**config.mk**
```make
export PLATFORM = sky130hd
export DESIGN_NAME = decimator
export DESIGN_NICKNAME = d
export VERILOG_FILES = /design/src/rtl/decimator.sv
export SDC_FILE = /design/constraint.sdc
export NUM_CORES = 1
export LEC_CHECK = 0
export BUFFER_PORTS_ARGS = -buffer_cell sky130_fd_sc_hd__buf_4
export CORE_MARGIN = 2
export CORE_UTILIZATION = 40
export CTS_BUF_LIST = sky130_fd_sc_hd__clkbuf_8
export CTS_CLUSTER_DIAMETER = 80
export DETAILED_ROUTE_END_ITERATION = 16
export PLACE_DENSITY = 0.52
export SLEW_MARGIN = 20
export SYNTH_ARGS = -nofsm -noshare
export SYNTH_HDL_FRONTEND = slang
export SYNTH_SLANG_ARGS = --single-unit
```
**constraint.sdc**
```tcl
create_clock -name i_clk -period 25.2 [get_ports i_clk]
set_input_delay 5.04 -clock i_clk [delete_from_list [all_inputs] [get_ports i_clk]]
set_output_delay 5.04 -clock i_clk [all_outputs]
set_load 0.01 [all_outputs]
```
**src/rtl/decimator.sv**
```systemverilog
// decimator: polyphase FIR decimator with one shared MAC, h[k] = TAPS[k*TW +: TW]; define DECIMATOR_SAT_EN to saturate o_result
module decimator #(
  parameter int DOWNFACTOR = 4,
  parameter int NTAPS = 32,
  parameter int IW = 16,
  parameter int TW = 16,
  parameter int OW = 32,
  parameter logic [NTAPS*TW-1:0] TAPS = {NTAPS{{{(TW-1){1'b0}}, 1'b1}}}
) (
  input  logic          i_clk,
  input  logic          i_reset,
  input  logic          i_ce,
  input  logic [IW-1:0] i_sample,
  output logic          o_ready,
  output logic [OW-1:0] o_result,
  output logic          o_valid,
  output logic          o_overrun
);
  localparam int AW = IW + TW + $clog2(NTAPS);
  localparam int KW = $clog2(NTAPS);
  localparam int PW = $clog2(DOWNFACTOR);
  typedef enum logic [1:0] {IDLE, MAC, OUT} state_t;
  state_t state, state_n;
  logic [PW-1:0] phase;
  logic [KW-1:0] k;
  logic signed [AW-1:0] acc;
  logic signed [IW-1:0] d [NTAPS];
  logic signed [TW-1:0] hk;
  logic signed [IW+TW-1:0] prod;
  logic signed [OW-1:0] red;
  logic accept, wrap;
  assign o_ready = state == IDLE;
  assign accept = i_ce & o_ready;
  assign wrap = accept && phase == PW'(DOWNFACTOR - 1);
  assign hk = TAPS[int'(k)*TW +: TW];
  assign prod = d[k] * hk;
`ifdef DECIMATOR_SAT_EN
  if (AW > OW) begin : g_sat
    localparam logic signed [AW-1:0] MAXV = {{(AW-OW+1){1'b0}}, {(OW-1){1'b1}}};
    localparam logic signed [AW-1:0] MINV = {{(AW-OW+1){1'b1}}, {(OW-1){1'b0}}};
    assign red = acc > MAXV ? OW'(MAXV) : acc < MINV ? OW'(MINV) : OW'(acc);
  end else begin : g_wrap
    assign red = OW'(acc);
  end
`else
  assign red = OW'(acc);
`endif
  always_ff @(posedge i_clk)
    state <= i_reset ? IDLE : state_n;
  always_comb begin
    state_n = state;
    case (state)
      IDLE: if (wrap) state_n = MAC;
      MAC: if (k == KW'(NTAPS - 1)) state_n = OUT;
      default: state_n = IDLE;
    endcase
  end
  always_ff @(posedge i_clk) begin
    if (i_reset) begin
      phase <= '0;
      k <= '0;
      acc <= '0;
      o_result <= '0;
      o_valid <= 1'b0;
      o_overrun <= 1'b0;
      for (int j = 0; j < NTAPS; j++) d[j] <= '0;
    end else begin
      o_valid <= state == OUT;
      if (state == OUT) o_result <= red;
      if (i_ce && !o_ready) o_overrun <= 1'b1;
      if (accept) begin
        d[0] <= $signed(i_sample);
        for (int j = 1; j < NTAPS; j++) d[j] <= d[j-1];
        phase <= wrap ? '0 : phase + PW'(1);
      end
      if (wrap) begin
        acc <= '0;
        k <= '0;
      end
      if (state == MAC) begin
        acc <= acc + AW'(prod);
        k <= k + KW'(1);
      end
    end
  end
endmodule

```
==> out/summary.txt <==
status - complete, no violations
count of different cell masters after synthesis - 58
Adder-Cell Fraction of Synth Area - 0.0662
Worst-Skew Late Latency - 0.70 ns
DR iter-0 viols - 1063
Mapped Nets - 2077
Slew HR - 0.282
die area - 72800 um2
P per Cell Area - 66.9 nW/um2
Syn Inst Count - 1909
GRT Util Overall - 0.154
Setup-failing EPs final - 0
pre-CTS setup slack - 16.16 ns
H-Tree Depth - 3
synth top area cells - edfxtp_1, mux4_2, ha_1
min-delay src - o_overrun
Avg Cell Area, Syn - 14.8 um2
simple-gate portion of the synthesized area - 0.140
register bit total from synthesis - 592
first-pass GRT wire length - 89500 um
RSZ-0062 raised after global routing - no
Async SR Flop Fraction - 0
boundary pin count - 54
grt total ovfl - 0
mux share of post-synthesis cell area - 0.133
Reg2Reg Capture Point - acc[24]
clock sinks - 592
worst setup margin - 16.86 ns
Avg WL per Cell - 18.6 um
# Max-Cap Violations - 0
# rows - 97
Pins Over Slew Limit - 0
Area Overhead vs Synth - 11.5%
Post-synth EDFFs - 512
R2R Setup Slk - 18.14 ns
crit path time final - 8.34 ns
Starting Density - 0.404
layout cells sized above 1 - 0.187
main combinational cell family by area after synthesis - simple AND/OR/NAND/NOR gates
Seq/Total Area, Yosys - 0.601
crit path kind - in2reg
Core ar. - 70000 um2
final hold vios - 0
Yosys warnings - 0
CTS tree - built
initial antenna violation count - 1
clock root buffer - clkbuf_8
CP endpoint kind - flop
drc violations - 0
Die Span Y - 270 um
final setup skew - 0.0257 ns
Post-Synth XOR/XNOR Area - 0.00863
clk buf depth - 3
Vias - 15200
worst vdd ir - 0.0000427 V
WHS - 0.454 ns
vias in the first global route - 16000
Worst R2R Path Depth - 20
Synth Area in Compound Gates - 0.0333
crit path DAT - 8.65 ns
CP startpoint - i_reset
setup bufs post-CTS - 0
Final ANT Viol Nets - 0
post-cts sizing count - 0
Hold/Removal Path Class - reg2reg
Via density - 5.09
crit path launch type - primary input
worst setup path end - d[4][1]
First-pass DRT Iterations - 4
hold_buf cts - 0
Synth Cell Area - 28300 um2
largest net degree at the start of global routing - 195
cell taking the most area after synthesis - edfxtp_1
TNS Setup - 0 ns
RD Place Congestion - 0.787
share of the synthesized area in the top cell type - 0.544
HPWL Detailed - 31700 um
final WL - 55500 um
number of buffers created by CTS - 103
FMAX - 0.120 GHz
actual slew at the worst max-slew pin - 1.08 ns
IO buf count - 53
Worst Path Required - 25.50 ns
fill cell count - 6316
DIE WIDTH - 270 um
Reg clk slew, reported paths - 0.06 ns
Layout Nets - 2136
Tcrit/Tclk final - 0.331
top_reg_cell synth - edfxtp_1
crit-path max FO - 139
LEAKAGE - 12.2 nW
==> worst min-delay path by stage <==
| stage | to | slack [ns] | depth (start not counted) |
|---|---|---|---|
| after floorplan | phase[1] | 0.44 | 2 |
| after global placement | o_overrun | 0.44 | 2 |
| after detailed placement | o_overrun | 0.45 | 2 |
| after CTS | o_overrun | 0.46 | 2 |
| after global routing | o_overrun | 0.47 | 2 |
| final | o_overrun | 0.45 | 2 |
==> sequential cells by signal, indices dropped and copies added, names as in the netlist, named ones only <==
| signal | count |
|---|---|
| o_overrun | 1 |
| d | 512 |
| k | 5 |
| acc | 32 |
| phase | 2 |
| o_valid | 1 |
| o_result | 32 |
| state | 2 |
==> report_power, final <==
group	internal, W	switching (W)
Clock	0.000425	0.000401
Sequential	0.00113	0.0000280
Combinational	0.0000580	0.0000632
Total	0.00162	0.000492
==> synth_stat cells (2+ instances only) <==
master     instances
a211oi_1           5
a21o_1            11
a21oi_1           62
a22o_1             9
a22oi_1           10
a31oi_1            2
and2_1           290
and4_1             2
buf_1             10
buf_2              8
clkbuf_1          99
dfxtp_1           80
edfxtp_1         512
ha_1             148
inv_1              9
mux2_2            16
mux2i_1            6
mux4_2           156
nand2_1           96
nand2b_1           6
nand3_1            8
nand4_1            4
nor2_1            31
nor2b_1          232
nor3_1             5
nor3b_1            2
o2111ai_1          2
o211ai_1           2
o21a_1             4
o21ai_0            7
o21ai_1           22
or2_2              2
or3_1              2
xnor2_1           17
xor2_1             9
==> layout make-up <==
type	instances	area, um2	area share
flip-flops and latches	592	17000	0.539
inverters	9	33.8	0.00107
well taps	940	1180	0.0373
diodes	1	2.50	0.0000794
clock inverters	79	434	0.0138
multi-input cells	1189	10800	0.343
clock buffers	107	1470	0.0467
repair buffers	73	607	0.0193
==> through the flow <==
stage / util / power (W) / instance area (um2) / std cells
final: 0.450 / 0.00211 / 31500 / 2990
after floorplan: - / 0.00128 / 28300 / 1909
after detailed placement: 0.422 / 0.00130 / 29600 / 2802
after global routing: 0.450 / 0.00220 / 31500 / 2990
after CTS: 0.449 / 0.00215 / 31500 / 2988
after global placement: 0.422 / 0.00130 / 29600 / 2802
==> kinds of logic after synthesis <==
logic type      Yosys count
xor+xnor                 27
fa+ha+maj               149
mux                     179
flops                   592
buf+inv                 128
compound gates          151
simple gates            683
==> routing by layer <==
metal  up-vias  global-route usage  wire length [um]
met5         -                   0                 0
met4         0              0.0427              1040
met3        86              0.0290              1830
met2       207               0.242             26000
met1      7728               0.220             26600
li1       7213                   -                 -
==> cell usage in the layout, fill, tap and decap left out, drive strengths merged, types with 2 or more instances in the layout <==
cell	synthesis	layout
xor2	9	9
nand2	96	96
nor3b	2	2
inv	9	54
a21oi	62	62
mux2i	6	6
and4	2	2
buf	20	72
nor2	31	31
or2	2	2
a22oi	10	10
dfxtp	80	80
o21a	4	4
clkinv	0	30
and2	290	290
bufinv	0	3
nor2b	232	232
nand3	8	8
xnor2	18	18
nand2b	6	6
a211oi	5	5
a21boi	2	2
a22o	9	9
mux4	156	156
nand4	4	4
nor3	5	5
or3	2	2
a31oi	2	2
o21ai	29	29
o2111ai	2	2
clkbuf	99	108
o211ai	2	2
ha	148	148
a21o	11	11
edfxtp	512	512
mux2	17	17
==> critical path: stages <==
cell and delay (ns):
clkbuf_8 0.54, nand2b_4 0.27, buf_12 0.30, buf_16 0.52, buf_4 0.80, buf_4 0.93
Power figures use the tool's default switching activity.
